**src/rtl/caxi4interconnect_mstr_axi4_id_remap.sv**
```systemverilog
`default_nettype none
// ============================================================================
// Module   : caxi4interconnect_mstr_axi4_id_remap
// Purpose  : Master-side AXI4 ID compressor. Maps wide master IDs onto a small
//            pool of internal tags on the address channel and restores the
//            original ID on the response channel.
// Revision : 1.0 - initial release
// ============================================================================
module caxi4interconnect_mstr_axi4_id_remap #(
  parameter int MID_WIDTH = 8,
  parameter int TAG_WIDTH = 2,
  parameter int CNT_WIDTH = 4
) (
  input  logic                 ACLK,
  input  logic                 ARESETN,
  // master address channel
  input  logic [MID_WIDTH-1:0] MASTER_AID,
  input  logic                 MASTER_AVALID,
  output logic                 MASTER_AREADY,
  // crossbar address channel
  output logic [TAG_WIDTH-1:0] int_masterAID,
  output logic                 int_masterAVALID,
  input  logic                 int_masterAREADY,
  // crossbar response channel
  input  logic [TAG_WIDTH-1:0] int_masterID,
  input  logic                 int_masterVALID,
  input  logic                 int_masterLAST,
  output logic                 int_masterREADY,
  // master response channel
  output logic [MID_WIDTH-1:0] MASTER_ID,
  output logic                 MASTER_VALID,
  input  logic                 MASTER_READY,
  // status
  output logic                 remapIdle,
  output logic                 remapErr
);

  localparam int                   NUM_TAGS = 1 << TAG_WIDTH;
  localparam logic [CNT_WIDTH-1:0] CNT_MAX  = {CNT_WIDTH{1'b1}};
  localparam logic [CNT_WIDTH-1:0] CNT_ONE  = CNT_WIDTH'(1);

  // Tag table: ACTIVE flag, owning master ID and outstanding count per tag
  logic [NUM_TAGS-1:0]  valid_q;
  logic [MID_WIDTH-1:0] id_q  [NUM_TAGS];
  logic [CNT_WIDTH-1:0] cnt_q [NUM_TAGS];
  logic                 err_q;

  logic                 hit;
  logic [TAG_WIDTH-1:0] hit_tag;
  logic                 free_avail;
  logic [TAG_WIDTH-1:0] free_tag;
  logic [TAG_WIDTH-1:0] alloc_tag;
  logic                 addr_ok;
  logic                 accept;
  logic                 retire;
  logic                 rsp_active;
  logic [NUM_TAGS-1:0]  acc_sel;
  logic [NUM_TAGS-1:0]  ret_sel;

  // Look up the incoming ID and the lowest FREE tag; descending scan so the
  // lowest index is the last one written.
  always_comb begin
    hit        = 1'b0;
    hit_tag    = '0;
    free_avail = 1'b0;
    free_tag   = '0;
    for (int t = NUM_TAGS - 1; t >= 0; t--) begin
      if (!valid_q[t]) begin
        free_avail = 1'b1;
        free_tag   = TAG_WIDTH'(t);
      end
      if (valid_q[t] && (id_q[t] == MASTER_AID)) begin
        hit     = 1'b1;
        hit_tag = TAG_WIDTH'(t);
      end
    end
  end

  // Same ID reuses its tag (keeps AXI same-ID ordering); a new ID takes a FREE
  // tag. A hit tag stalls only at its counter ceiling.
  assign alloc_tag        = hit ? hit_tag : free_tag;
  assign addr_ok          = hit ? (cnt_q[hit_tag] != CNT_MAX) : free_avail;
  assign int_masterAID    = alloc_tag;
  assign int_masterAVALID = MASTER_AVALID & addr_ok;
  assign MASTER_AREADY    = int_masterAREADY & addr_ok;
  assign accept           = MASTER_AVALID & MASTER_AREADY;

  // Response path is a pure pass-through; only the ID is translated back.
  assign MASTER_VALID     = int_masterVALID;
  assign int_masterREADY  = MASTER_READY;
  assign rsp_active       = valid_q[int_masterID];
  assign MASTER_ID        = rsp_active ? id_q[int_masterID] : '0;
  assign retire           = int_masterVALID & MASTER_READY & int_masterLAST;

  assign remapIdle        = ~|valid_q;
  assign remapErr         = err_q;

  // Decode per-tag accept and retire strobes (retire only counts on ACTIVE tags)
  always_comb begin
    acc_sel = '0;
    ret_sel = '0;
    for (int t = 0; t < NUM_TAGS; t++) begin
      acc_sel[t] = accept && (alloc_tag == TAG_WIDTH'(t));
      ret_sel[t] = retire && rsp_active && (int_masterID == TAG_WIDTH'(t));
    end
  end

  // Tag table update. Accept and retire on the same tag cancel out, so a tag
  // with one outstanding transaction stays ACTIVE when both happen together.
  always_ff @(posedge ACLK or negedge ARESETN) begin
    if (!ARESETN) begin
      valid_q <= '0;
      for (int t = 0; t < NUM_TAGS; t++) begin
        id_q[t]  <= '0;
        cnt_q[t] <= '0;
      end
    end else begin
      for (int t = 0; t < NUM_TAGS; t++) begin
        if (acc_sel[t] && !ret_sel[t]) begin
          if (!hit) begin
            valid_q[t] <= 1'b1;
            id_q[t]    <= MASTER_AID;
            cnt_q[t]   <= CNT_ONE;
          end else begin
            cnt_q[t]   <= cnt_q[t] + CNT_ONE;
          end
        end else if (ret_sel[t] && !acc_sel[t]) begin
          cnt_q[t] <= cnt_q[t] - CNT_ONE;
          if (cnt_q[t] == CNT_ONE) begin
            valid_q[t] <= 1'b0;
          end
        end
      end
    end
  end

  // Sticky error: a LAST response arrived on a tag that is not ACTIVE
  always_ff @(posedge ACLK or negedge ARESETN) begin
    if (!ARESETN) begin
      err_q <= 1'b0;
    end else if (retire && !rsp_active) begin
      err_q <= 1'b1;
    end
  end

endmodule
`default_nettype wire

```
**config.mk**
```make
export PLATFORM = sky130hd
export DESIGN_NAME = caxi4interconnect_mstr_axi4_id_remap
export DESIGN_NICKNAME = d
export VERILOG_FILES = /design/src/rtl/caxi4interconnect_mstr_axi4_id_remap.sv
export SDC_FILE = /design/constraint.sdc
export NUM_CORES = 1
export LEC_CHECK = 0
export BUFFER_PORTS_ARGS = -buffer_cell sky130_fd_sc_hd__buf_2
export CORE_MARGIN = 2
export CORE_UTILIZATION = 51
export CTS_BUF_LIST = sky130_fd_sc_hd__clkbuf_2 sky130_fd_sc_hd__clkbuf_4 sky130_fd_sc_hd__clkbuf_8
export DETAILED_ROUTE_END_ITERATION = 12
export PLACE_DENSITY = 0.73
export SYNTH_ARGS = -nofsm -noshare
export SYNTH_HDL_FRONTEND = slang
export SYNTH_SLANG_ARGS = --single-unit
```
**constraint.sdc**
```tcl
create_clock -name ACLK -period 2.7 [get_ports ACLK]
set_input_delay 0.135 -clock ACLK [delete_from_list [all_inputs] [get_ports ACLK]]
set_output_delay 0.135 -clock ACLK [all_outputs]
set_load 0.1 [all_outputs]
```
# [Word level (Yosys, flattened, before mapping)]
# Index checks and enable logic that the tools add are counted.
[totals] regBits=53 input_bits=17 word_cells=154
[op_classes] reduce_logical=51 n_mux=52 n_bitwise=8 add_sub_neg=8 eq_ne=19 n_lt_le_gt_ge=3
[ops] cell="$mux 4" count=14
[ops] cell="$eq 8x8->1" count=4
[ops] cell="$mux 8" count=3
[ops] cell="$mux 1" count=23
[ops] cell="$logic_and 1x1->1" count=22
[ops] cell="$mux 2" count=9
[ops] cell="$add 4x1->4 const B" count=4
[ops] cell="$bmux 8 s2" count=1
[ops] cell="$eq 4x1->1 const B" count=4
[ops] cell="$reduce_bool 2->1" count=8
[ops] cell="$sub 4x1->4 const B" count=4
[ops] cell="$reduce_and 3->1" count=4
[ops] cell="$logic_not 1->1" count=10
[ops] cell="$bmux 4 s2" count=1
[ops] cell="$eq 2x2->1 const B" count=4
[ops] cell="$ne 2x2->1 const B" count=4
[ops] cell="$reduce_and 2->1" count=4
[ops] cell="$ge 3x3->1 const B" count=2
[ops] cell="$not 2->3" count=2
[ops] cell="$and 1x1->1" count=5
[ops] cell="$eq 2x1->1 const B" count=2
[ops] cell="$logic_not 2->1" count=2
[ops] cell="$ne 4x4->1 const B" count=1
[ops] cell="$reduce_or 4->1" count=1
[ops] cell="other kinds (3)" count=3

# [Logic depth before layout (Yosys ltp)]
# Gate-level depths: netlist of the first run.
[depth] word_depth=19 depth_mapped=14

# [Least setup slack after synthesis of the first run]
# Ideal clock, no wire load.
[synth_timing] kind="reg-to-reg" start="register id_q[15] (netlist bit)" end="register cnt_q[3] (netlist bit)" path_stages_with_launch=13 setup_time_ns=0.130 setup_slack_ns=-2.568 arrival_ns=5.137 path_cell_list="dfrtp_1 -> xnor2_2 -> nand3_1 -> or3_1 -> buf_6 -> a311oi_1 -> nand3_1 -> nor4_1 -> ha_1 -> clkbuf_1 -> nor2_1 -> a221oi_1 -> a21oi_1"
[synth_between] elab_cells_between_ends=25 classes_between="eq/ne: 3; mux: 13; bitwise: 3; reduce/logical: 6"
[synth_rtl] element="start: declaration" line="44" source="logic [MID_WIDTH-1:0] id_q [NUM_TAGS];"
[synth_rtl] element="start signal: indexed assignment" line="114" source="id_q[t] <= '0;"
[synth_rtl] element="start signal: indexed assignment" line="122" source="id_q[t] <= MASTER_AID;"
[synth_rtl] element="$eq 8x8->1 (*)" line="72" source="if (valid_q[t] && (id_q[t] == MASTER_AID)) begin"
[synth_rtl] element="$logic_and 1x1->1 (*)" line="72"
[synth_rtl] element="$mux 2 or $mux 1 (tied branches) (3 in a row)" line="72"
[synth_rtl] element="$mux 2 (*)" line="81" source="assign alloc_tag = hit ? hit_tag : free_tag;"
[synth_rtl] element="named net int_masterAID[1]" line="21" source="output logic [TAG_WIDTH-1:0] int_masterAID,"
[synth_rtl] element="$eq 2x2->1 (*)" line="103" source="acc_sel[t] = accept && (alloc_tag == TAG_WIDTH'(t));"
[synth_rtl] element="$logic_and 1x1->1 (*)" line="103"
[synth_rtl] element="$logic_not 1->1" line="127" source="end else if (ret_sel[t] && !acc_sel[t]) begin"
[synth_rtl] element="$logic_and 1x1->1" line="127"
[synth_rtl] element="$reduce_bool 2->1 (no source line)"
[synth_rtl] element="end signal: indexed assignment" line="125" source="cnt_q[t] <= cnt_q[t] + CNT_ONE;"
[synth_rtl] element="end signal: indexed assignment" line="128" source="cnt_q[t] <= cnt_q[t] - CNT_ONE;"
[synth_rtl] element="end: declaration" line="45" source="logic [CNT_WIDTH-1:0] cnt_q [NUM_TAGS];"
# Mark *: on every way through the listed nets, which the timed path passes. The rest lies on a longest branch. The select of a mux whose other input is x is not followed.
# A chain may end at the register's enable or synchronous reset.

# [Final worst setup path of the first run]
[layout_timing] start="register id_q[4] (netlist bit)" end="register id_q[5] (netlist bit)"
[layout_between] elab_chain_len=17 elab_cells_between_ends=24 classes_between="eq/ne: 3; mux: 13; bitwise: 4; reduce/logical: 4"
[layout_rtl] element="$eq 8x8->1 (*)" line="72"
[layout_rtl] element="$logic_and 1x1->1 (*)" line="72"
[layout_rtl] element="$mux 2 (4 in a row)" line="72"
[layout_rtl] element="$not 2->3 (not written as such)" line="82" source="assign addr_ok = hit ? (cnt_q[hit_tag] != CNT_MAX) : free_avail;"
[layout_rtl] element="$bmux 4 s2" line="82"
[layout_rtl] element="$mux 4 (not written as such) (2 in a row)" line="82"
[layout_rtl] element="$ne 4x4->1" line="82"
[layout_rtl] element="$mux 1" line="82"
[layout_rtl] element="$and 1x1->1" line="85" source="assign MASTER_AREADY = int_masterAREADY & addr_ok;"
[layout_rtl] element="$and 1x1->1" line="86" source="assign accept = MASTER_AVALID & MASTER_AREADY;"
[layout_rtl] element="$logic_and 1x1->1" line="103"
[layout_rtl] element="$logic_and 1x1->1" line="119" source="if (acc_sel[t] && !ret_sel[t]) begin"
[layout_rtl] element="$reduce_and 2->1 (no source line) (*)"
# Mark *: on every way between the ends. The rest lies on a longest branch, timed or not. The select of a mux whose other input is x is not followed.

==> Flow_metrics.wiki, run 1 <==
{| class="wikitable"
! Metric !! Value
|-
| Mean cell area of the mapped netlist || 10.3 um^2
|-
| Power density over the cells || 510 mW/mm^2
|-
| Worst slew slack as a fraction of its limit || 35.3%
|-
| Worst Max-Slew Pin Slew || 0.971 ns
|-
| Critical Path End || id_q[5]
|-
| Share of synthesized area occupied by flip-flops and latches || 36.1%
|-
| Result of the run || complete, but fails checks
|-
| Full die area || 0.00789 mm^2
|-
| Routed wirelength normalized by instance count || 19.7 um
|-
| Synth area leader || dfrtp_1
|-
| Via density || 5.94
|-
| IO Pins || 33
|-
| Path depth of the worst reg2reg path || 10
|-
| Core utilization of the finished layout || 75.7%
|-
| Clk pin slew, worst setup/hold paths || 0.11 ns
|-
| Detailed Routing Iterations Pass 1 || 4
|-
| Count of state elements after synthesis || 53
|-
| Count of fill cells added during filler insertion || 418
|-
| Yosys synthesis warning count || 0
|-
| Global-route wire length before repair || 15.8 mm
|-
| Largest net degree at the start of global routing || 43
|-
| Detailed placement HPWL || 6.93 mm
|-
| Nets@finish || 496
|-
| Most frequently used flop master after synthesis || dfrtp_1
|-
| Setup slack of the critical path after layout || -0.289 ns
|-
| Combined flip-flop and latch cell area || 0.00133 mm^2
|-
| GR Util All Layers || 26.5%
|-
| Clock buffers created by TritonCTS || 5
|-
| Final setup violation count || 52
|-
| Crit path DAT || 3.21 ns
|-
| Pre-CTS setup slack || -0.170 ns
|-
| CTS Root Cell || clkbuf_8
|-
| Unrepaired setup endpoints after global routing || true
|-
| Number of instances in the synthesized netlist || 356
|-
| Worst reg2reg setup slack || -0.29 ns
|-
| Ant diodes || 0
|-
| Hold Startpoint || MASTER_READY
|-
| Reg-to-reg critical path startpoint || id_q[4]
|-
| Startpoint-to-endpoint class of the critical path || flip-flop to flip-flop
|-
| FF-to-FF End || id_q[5]
|-
| Total clock sinks || 53
|-
| Critical path fanouts, max || 8
|-
| Highest Clock Rate || 335 MHz
|-
| CP required || 2.92 ns
|-
| Syn_nets || 389
|-
| TritonCTS clock tree || built
|-
| Number of buffers inserted by port buffering || 32
|-
| Crit path launch type || flip-flop
|-
| Number of maximum-capacitance violations || 0
|-
| Final-report max-slew violation count || 0
|-
| Ranking of synthesized cells by area || dfrtp_1, mux2_2, xnor2_1
|-
| CTS H-tree depth || 2
|-
| Detailed-route DRC error count || 0
|-
| Most instantiated cells after synthesis || dfrtp_1, mux2_2, xnor2_1
|-
| Post-synth cell types || 48
|-
| Post-synthesis instance area || 0.00367 mm^2
|-
| Largest vdd supply drop || 0.375 mV
|-
| Last weighted congestion value of the routability-driven placer || 0.922
|-
| Leak pwr || 2.29 nW
|-
| Num rows || 30
|-
| Period minus WS final || 2.99 ns
|-
| Chip Width || 88.8 um
|-
| Die Span Y || 88.8 um
|-
| Overall power after layout || 2.65 mW
|-
| Gr ovfl total || 0
|-
| Deepest clock path buffer count || 2
|-
| Hold violation count in the final report || 0
|-
| Antenna Nets Post-Route || 0
|-
| Via count of the first global-routing pass || 3187
|-
| Insertion delay to the later sink of the worst-skew pair || 0.33 ns
|-
| Detailed-route via count || 3329
|-
| Count of cells along the worst hold path || 2
|-
| Effective utilization at floorplan || 53.4%
|-
| Share of the synthesized area in the top cell type || 36.1%
|-
| Post-synth EDFFs || 0
|-
| Antenna violations before repair || 0
|-
| Setup clock skew after layout || 0.00708 ns
|-
| Area growth from synthesis to layout || 41.6%
|-
| Post-detailed-routing wire length || 11.1 mm
|-
| Post-synthesis async set-or-reset flop share || 100%
|-
| Failing checks || setup timing
|-
| First-iteration detailed-routing DRC count || 305
|-
| Area taken by multi-input logic gates || 0.00262 mm^2
|-
| Share of final-layout standard cells stronger than drive strength 1 || 53.7%
|-
| Hold Crit Class || input pin to flip-flop
|-
| Period utilisation layout || 111%
|-
| Launching element of the worst setup path || id_q[4]
|-
| Core box area || 0.00687 mm^2
|-
| Count leader, synth || dfrtp_1
|-
| CP Capture Type || flip-flop
|}
-- layout make-up --
cell class	count	share of cell area (%)
clock buffer	5	1.32
clock inverter	3	0.481
inverter	17	1.52
multi-input combinational	262	50.4
sequential	53	25.5
tap	96	2.31
timing repair buffer	124	18.5
-- sequential cells by signal, indices dropped and copies added (netlist names) --
name and count:
valid_q 4, remapErr 1, id_q 32, cnt_q 16
-- placed cells by master (no fill, tap or decap), types with 13 or more instances in the layout --
master,instances
xnor2_1,15
a21oi_1,13
nand4_1,14
buf_4,75
buf_6,14
inv_1,14
nor2_1,17
buf_2,30
dfrtp_1,53
xnor2_2,17
mux2_2,30
-- worst max-delay path: stages (launching register included) --
cell and delay (ns):
dfrtp_1 0.44, xnor2_2 0.20, nand3_2 0.14, or3_4 0.41
a311oi_4 0.36, nand3_2 0.15, nor4_4 0.37, ha_4 0.28
buf_12 0.13, nand2_8 0.08, mux2_4 0.32
-- report_power, final --
| group | internal (mW) | switching, mW |
|---|---|---|
| sequential | 0.931 | 0.164 |
| combinational | 0.511 | 0.562 |
| clock | 0.188 | 0.296 |
-- metal layers --
layer / vias up / track usage [%] / share of wire (%)
li1: 1523 / - / -
met1: 1633 / 34.8 / 40
met2: 143 / 44.4 / 51
met3: 30 / 4.38 / 6.4
met4: 0 / 8.95 / 3.0
met5: - / 0 / 0
-- worst min path at each step --
stage               endpoint  slack [ns]
floorplan           cnt_q[0]       -0.16
global placement    cnt_q[6]        0.34
detailed placement  cnt_q[5]        0.35
CTS                 remapErr        0.08
global route        remapErr        0.09
finish              remapErr        0.07
-- what timing repair did --
action / 4_1_cts / 5_1_grt
setup endpoints to repair: 52 / 55
hold buffers: 1 / 0
cloned: 1 / 0
buffers inserted: 9 / 12
hold endpoints to repair: 1 / 0
resized for setup: 45 / 58
pin swaps: 15 / 37
-- through the flow --
step           cell area, um^2  setup TNS (ns)  std cells  hold WS [ns]
6_report                  5200           -6.77        560        0.0724
5_1_grt                   5200          -12.29        560        0.0864
4_1_cts                   4840           -1.21        550        0.0831
3_5_place_dp              4420           -6.70        533         0.348
3_3_place_gp              4420           -4.52        533         0.344
2_1_floorplan             3770          -17.07        356        -0.161
-- kinds of logic after synthesis --
group / share of synthesized area (%)
simple gates: 16.3
compound gates: 10.6
flops: 36.1
mux: 16.1
buf+inv: 6.78
xor+xnor: 8.66
fa+ha+maj: 5.45
Power figures use the tool's default switching activity.
==> run 2, diff against run 1 <==
- PLACE_DENSITY: 0.73 -> 0.79
==> Flow_metrics.wiki, run 2 (synthesized netlist as in run 1, its figures left out) <==
{| class="wikitable"
! Metric !! Value
|-
| Unrepaired setup endpoints after global routing || true
|-
| Largest vdd supply drop || 0.293 mV (-22%)
|-
| Hold Crit Class || input pin to flip-flop
|-
| Final setup violation count || 52 (unchanged)
|-
| Clock buffers created by TritonCTS || 5 (unchanged)
|-
| Routed wirelength normalized by instance count || 21.1 um (+7.1%)
|-
| Insertion delay to the later sink of the worst-skew pair || 0.33 ns (about the same)
|-
| Ant diodes || 0 (unchanged)
|-
| Detailed Routing Iterations Pass 1 || 7 (+3)
|-
| Pint || 1.65 mW (+1.0%)
|-
| Antenna violations before repair || 0 (unchanged)
|-
| Hold WS || 0.0791 ns (+0.00671 ns)
|-
| Overall power after layout || 2.67 mW (+0.53%)
|-
| Biggest regs || id_q x32, cnt_q x16, valid_q x4
|-
| Core box area || 0.00687 mm^2 (unchanged)
|-
| Last weighted congestion value of the routability-driven placer || 1.00 (+8.8%)
|-
| Worst slew slack as a fraction of its limit || 52.4% (+17 points)
|-
| Result of the run || complete, but fails checks
|-
| CP required || 2.94 ns (+0.02 ns)
|-
| Period minus WS final || 2.90 ns (-0.0882 ns)
|-
| Met3 track demand over resource || 3.54% (-0.84 points)
|-
| Setup_tns || -4.41 ns (+2.36 ns)
|-
| Detailed-route via count || 3480 (+4.5%)
|-
| Num rows || 30 (unchanged)
|-
| Number of flip-flops under the largest register name || 32 (unchanged)
|-
| Largest register by flop count || id_q
|-
| Post-route standard cell area excluding fillers || 0.00510 mm^2 (-2.0%)
|-
| Sum of buffers and inverters on the critical path || 0 (-1)
|-
| GRT Max-Usage Layer || met2
|-
| Crit path DAT || 3.14 ns (-0.07 ns)
|-
| Chip Width || 88.8 um (unchanged)
|-
| Nets@finish || 486 (-2.0%)
|-
| Deepest clock path buffer count || 2 (unchanged)
|-
| CTS H-tree depth || 2 (unchanged)
|-
| Startpoint-to-endpoint class of the critical path || flip-flop to flip-flop
|-
| Critical path fanouts, max || 7 (-1)
|-
| Area growth from synthesis to layout || 38.9%
|-
| Inst Count DP || 524 (-1.7%)
|-
| Power density over the cells || 523 mW/mm^2 (+2.6%)
|-
| Detailed-route DRC error count || 0 (unchanged)
|-
| Switching power share of the total || 38.2% (-0.31 points)
|-
| Critical Path Slowest Stage Cell || or3_4
|-
| Number of cells on the critical path || 10 (unchanged)
|-
| Pre-CTS setup slack || -0.210 ns (-0.0409 ns)
|-
| Setup clock skew after layout || 0.0135 ns (+0.00637 ns)
|-
| Via count of the first global-routing pass || 3232 (+1.4%)
|-
| Detailed placement HPWL || 7.11 mm (+2.7%)
|-
| Antenna Nets Post-Route || 0 (unchanged)
|-
| Number of maximum-capacitance violations || 0 (unchanged)
|-
| Leak pwr || 2.24 nW (-2.3%)
|-
| Switching Power || 1.02 mW (-0.27%)
|-
| Count of cells along the worst hold path || 2 (unchanged)
|-
| Via density || 6.33 (+6.4%)
|-
| Non-filler instance count after layout || 550 (-1.8%)
|-
| Hold violation count in the final report || 0 (unchanged)
|-
| Final-report max-slew violation count || 0 (unchanged)
|-
| Clk pin slew, worst setup/hold paths || 0.11 ns (about the same)
|-
| Highest Clock Rate || 345 MHz (+3.0%)
|-
| Share of final-layout standard cells stronger than drive strength 1 || 52.6% (-1.0 points)
|-
| Failing checks || setup timing
|-
| Clock power frac || 18.3% (about the same)
|-
| Period utilisation layout || 107% (-3.3 points)
|-
| Largest net degree at the start of global routing || 33 (-23%)
|-
| Chain of cells forming the critical path || xnor2_2, nand4_1, or3_4, a311oi_4, nand3_2, nor4_4, ha_4, nor2_2, a21oi_1, a22oi_1
|-
| First-iteration detailed-routing DRC count || 433 (+42%)
|-
| GR Util All Layers || 27.0% (+0.50 points)
|-
| CP Capture Type || flip-flop
|-
| Gr ovfl total || 0 (unchanged)
|-
| Number of buffers inserted by port buffering || 32 (unchanged)
|-
| Sequential cell fraction of total power || 41.9% (+0.6 points)
|-
| Setup slack of the critical path after layout || -0.201 ns (+0.0882 ns)
|-
| Post-detailed-routing wire length || 11.6 mm (+5.2%)
|-
| Total cell area at the placement stage || 0.00436 mm^2 (-1.5%)
|-
| Cell family with most CP delay || simple AND/OR/NAND/NOR gates
|-
| Most common library cell in the layout ignoring fill and taps || buf_4
|-
| Core utilization of the finished layout || 74.2% (-1.5 points)
|-
| TritonCTS clock tree || built
|-
| Combinational group share of total power || 39.9% (-0.6 points)
|-
| Maximum single-stage delay on the critical path || 0.46 ns (+0.02 ns)
|-
| Global-route wire length before repair || 16.1 mm (+1.8%)
|-
| Die Span Y || 88.8 um (unchanged)
|-
| Total clock sinks || 53 (unchanged)
|-
| Crit path launch type || flip-flop
|-
| Met1 track demand over resource in global routing || 35.7% (+0.94 points)
|-
| IO Pins || 33 (unchanged)
|-
| Worst Max-Slew Pin Slew || 0.708 ns (-0.262 ns)
|-
| Full die area || 0.00789 mm^2 (unchanged)
|-
| Path depth of the worst reg2reg path || 10 (unchanged)
|-
| Effective utilization at floorplan || 53.4% (unchanged)
|-
| CTS Root Cell || clkbuf_8
|-
| GR Layer Usage met2 || 44.3% (-0.14 points)
|-
| Leading cell types in the layout, fill and taps excluded || buf_4, dfrtp_1, buf_2
|}
run 2: cell types whose count changed in the layout (fill, tap and decap cells not counted), moves of 3 or more:
cell and delta:
mux2_2 -9, mux2_4 +9, buf_4 -7, a21oi_1 +3, a21oi_2 -3
run 2: layer usage:
| metal | up-vias | part of all wire, % |
|---|---|---|
| li1 | 1503 | - |
| met1 | 1713 | 38 |
| met2 | 194 | 49 |
| met3 | 70 | 6.9 |
| met4 | 0 | 5.7 |
| met5 | - | 0 |
run 2: timing repair:
action                                  CTS  global route
endpoints found under the hold margin    21             0
pin swaps                                13            39
endpoints found under the setup margin   52            55
setup buffers                             8            10
gates resized for setup                  23            84
hold buffers                              1             0
run 2: area by class of cell:
cell class	count	area, um^2
Tap cell	96	120
Fill cell	431	1770
Timing Repair Buffer	115	875
Inverter	17	76.3
Multi-Input combinational cell	261	2610
Clock buffer	6	76.3
Clock inverter	2	15.0
Sequential cell	53	1330
run 2: path summary, 6_finish.rpt:
kind	from	to	slack, ns
max	id_q[6]	cnt_q[2]	-0.20
min	int_masterLAST	remapErr	0.08
max reg2reg	id_q[6]	cnt_q[2]	-0.20
min reg2reg	remapErr	remapErr	0.49
max in group asynchronous	ARESETN	id_q[17]	1.54
min in group asynchronous	ARESETN	cnt_q[6]	0.32
run 2: power groups by stage:
stage | combinational, mW | sequential (mW) | clock [mW]
floorplan | 0.632 | 1.07 | 0
global placement | 0.844 | 1.10 | 0
detailed placement | 0.877 | 1.11 | 0
CTS | 0.934 | 1.10 | 0.487
global route | 1.14 | 1.13 | 0.513
finish | 1.06 | 1.12 | 0.487
==> run 3, diff against run 2 <==
- BUFFER_PORTS_ARGS: -buffer_cell sky130_fd_sc_hd__buf_2 -> not set
- DONT_BUFFER_PORTS: not set -> 1
- PLACE_DENSITY: 0.79 -> 0.75
- TNS_END_PERCENT: not set -> 1
==> Flow_metrics.wiki, run 3 (synthesized netlist as in run 1, its figures left out) <==
{| class="wikitable"
! Metric !! Value
|-
| Pint || 1.62 mW (-1.8%)
|-
| Detailed-route DRC error count || 0 (unchanged)
|-
| IO Pins || 33 (unchanged)
|-
| Switching Power || 0.945 mW (-7.2%)
|-
| CTS H-tree depth || 2 (unchanged)
|-
| Effective utilization at floorplan || 53.4% (unchanged)
|-
| CP Capture Type || flip-flop
|-
| Die Span Y || 88.8 um (unchanged)
|-
| Last weighted congestion value of the routability-driven placer || 0.934 (-6.8%)
|-
| Detailed placement HPWL || 6.62 mm (-6.9%)
|-
| Maximum single-stage delay on the critical path || 0.45 ns (about the same)
|-
| Full die area || 0.00789 mm^2 (unchanged)
|-
| Post-detailed-routing wire length || 10.5 mm (-10%)
|-
| Hold Crit Class || input pin to flip-flop
|-
| Global-route wire length before repair || 15.7 mm (-2.5%)
|-
| Worst reg2reg setup slack || -0.22 ns (-0.02 ns)
|-
| Power density over the cells || 536 mW/mm^2 (+2.6%)
|-
| Critical Path Slowest Stage Cell || or3_4
|-
| Number of buffers inserted by port buffering || 0 (-100%)
|-
| Post-route standard cell area excluding fillers || 0.00478 mm^2 (-6.3%)
|-
| Deepest clock path buffer count || 2 (unchanged)
|-
| Count of cells along the worst hold path || 3 (+1)
|-
| Combinational group share of total power || 37.7% (-2.2 points)
|-
| Unrepaired setup endpoints after global routing || true
|-
| Leak pwr || 2.07 nW (-7.6%)
|-
| Largest register by flop count || id_q
|-
| Setup slack of the critical path after layout || -0.218 ns (-0.0174 ns)
|-
| Startpoint-to-endpoint class of the critical path || flip-flop to flip-flop
|-
| Sequential cell fraction of total power || 43.1% (+1.2 points)
|-
| Hold Startpoint || int_masterID[0]
|-
| Number of flip-flops under the largest register name || 32 (unchanged)
|-
| Crit path DAT || 3.13 ns (about the same)
|-
| CTS Root Cell || clkbuf_8
|-
| Largest vdd supply drop || 0.409 mV (+40%)
|-
| Antenna violations before repair || 0 (unchanged)
|-
| Setup clock skew after layout || 0.00773 ns (-0.00573 ns)
|-
| Worst slew slack as a fraction of its limit || 40.1% (-12 points)
|-
| FF-to-FF End || id_q[0]
|-
| Hold violation count in the final report || 0 (unchanged)
|-
| Total clock sinks || 53 (unchanged)
|-
| Area growth from synthesis to layout || 30.1%
|-
| GR Util All Layers || 26.3% (-0.63 points)
|-
| TritonCTS clock tree || built
|-
| Count of fill cells added during filler insertion || 472 (+9.5%)
|-
| Antenna Nets Post-Route || 0 (unchanged)
|-
| Highest Clock Rate || 343 MHz (-0.60%)
|-
| Final setup violation count || 53 (+1.9%)
|-
| Insertion delay to the later sink of the worst-skew pair || 0.32 ns (about the same)
|-
| Total cell area at the placement stage || 0.00416 mm^2 (-4.5%)
|-
| Hold WS || 0.267 ns (+0.188 ns)
|-
| Clock power frac || 19.2% (+0.9 points)
|-
| Switching power share of the total || 36.9% (-1.3 points)
|-
| Result of the run || complete, but fails checks
|-
| Core box area || 0.00687 mm^2 (unchanged)
|-
| Sum of buffers and inverters on the critical path || 1 (+1)
|-
| Largest net degree at the start of global routing || 54 (+64%)
|-
| Detailed-route via count || 3209 (-7.8%)
|-
| Num rows || 30 (unchanged)
|-
| Final-report max-slew violation count || 0 (unchanged)
|-
| First-iteration detailed-routing DRC count || 299 (-31%)
|-
| Worst Max-Slew Pin Slew || 0.899 ns (+0.190 ns)
|-
| Gr ovfl total || 0 (unchanged)
|-
| Cell family with most CP delay || simple AND/OR/NAND/NOR gates
|-
| Period utilisation layout || 108% (+0.64 points)
|-
| Critical path fanouts, max || 8 (+1)
|-
| Number of maximum-capacitance violations || 0 (unchanged)
|-
| Ant diodes || 0 (unchanged)
|-
| CP required || 2.92 ns (-0.02 ns)
|-
| Most common library cell in the layout ignoring fill and taps || buf_4
|-
| Destination of the worst hold path || valid_q[1]
|-
| Leading cell types in the layout, fill and taps excluded || buf_4, dfrtp_1, mux2_2
|-
| Chain of cells forming the critical path || xnor2_2, nand4_1, or3_4, a311oi_4, nand3_2, nor4_4, ha_4, buf_6, nand2_8, mux2_4
|-
| Clk pin slew, worst setup/hold paths || 0.11 ns (about the same)
|-
| Via count of the first global-routing pass || 3221 (-0.34%)
|-
| Period minus WS final || 2.92 ns (+0.0174 ns)
|-
| Failing checks || setup timing
|-
| Path depth of the worst reg2reg path || 10 (unchanged)
|-
| Share of final-layout standard cells stronger than drive strength 1 || 43.9% (-8.7 points)
|-
| Chip Width || 88.8 um (unchanged)
|-
| Detailed Routing Iterations Pass 1 || 4 (-3)
|-
| Reg-to-reg critical path startpoint || id_q[6]
|-
| Nets@finish || 458 (-5.8%)
|-
| Clock buffers created by TritonCTS || 5 (unchanged)
|-
| Crit path launch type || flip-flop
|-
| Biggest regs || id_q x32, cnt_q x16, valid_q x4
|-
| Via density || 6.15 (-2.8%)
|-
| Routed wirelength normalized by instance count || 20.0 um (-5.2%)
|-
| Overall power after layout || 2.56 mW (-3.9%)
|}
## run 3: power groups by stage
stage	Sequential (mW)	Combinational (mW)	Clock (mW)
after CTS	1.10	0.905	0.498
after global placement	1.10	0.805	0
after global routing	1.13	1.04	0.527
after detailed placement	1.11	0.844	0
after floorplan	1.07	0.622	0
final	1.10	0.966	0.492
## run 3: layer usage
metal | GRT usage, % | wire, um | up-vias
met4 | 10.2 | 307 | 0
met3 | 6.25 | 782 | 32
met1 | 33.2 | 4190 | 1580
li1 | - | - | 1445
met5 | 0 | 0 | -
met2 | 43.8 | 5180 | 152
## run 3: metrics by stage
step | setup WS, ns | util, % | TNS, ns | instances
2_1_floorplan | -0.783 | - | -22.99 | 356
3_3_place_gp | -0.123 | 60.5 | -1.11 | 487
3_5_place_dp | -0.201 | 60.5 | -3.48 | 487
4_1_cts | -0.126 | 65.1 | -0.807 | 509
5_1_grt | -0.331 | 69.5 | -12.08 | 522
6_report | -0.218 | 69.5 | -5.94 | 522
## run 3: worst max-delay path by stage
| stage | to | depth (start not counted) | slack [ns] | from |
|---|---|---|---|---|
| finish | id_q[0] | 10 | -0.22 | id_q[6] |
| global route | id_q[0] | 10 | -0.33 | id_q[6] |
| CTS | cnt_q[15] | 9 | -0.13 | id_q[5] |
| detailed placement | cnt_q[1] | 11 | -0.20 | id_q[12] |
| global placement | cnt_q[15] | 10 | -0.12 | id_q[12] |
| floorplan | cnt_q[3] | 12 | -0.78 | id_q[8] |
## run 3: final cells by class
| cell class | count | area, um^2 | share of cell area [%] |
|---|---|---|---|
| Clock buffer | 5 | 68.8 | 1.44 |
| Clock inverter | 3 | 25.0 | 0.524 |
| Inverter | 17 | 68.8 | 1.44 |
| Multi-Input combinational cell | 261 | 2430 | 50.9 |
| Sequential cell | 53 | 1330 | 27.8 |
| Tap cell | 96 | 120 | 2.52 |
| Timing Repair Buffer | 87 | 736 | 15.4 |
## run 3: worst register-to-register path, stage by stage (launching register included)
cell	delay, ns
dfrtp_1	0.42
xnor2_2	0.19
nand4_1	0.16
or3_4	0.45
a311oi_4	0.33
nand3_2	0.16
nor4_4	0.37
ha_4	0.22
buf_6	0.12
nand2_8	0.08
mux2_4	0.32
## run 3: timing repair
| action | CTS | global route |
|---|---|---|
| endpoints found under the hold margin | 86 | 1 |
| pin swaps | 3 | 14 |
| resized for setup | 14 | 37 |
| hold buffers | 11 | 2 |
| setup buffers | 3 | 11 |
| endpoints found under the setup margin | 50 | 54 |
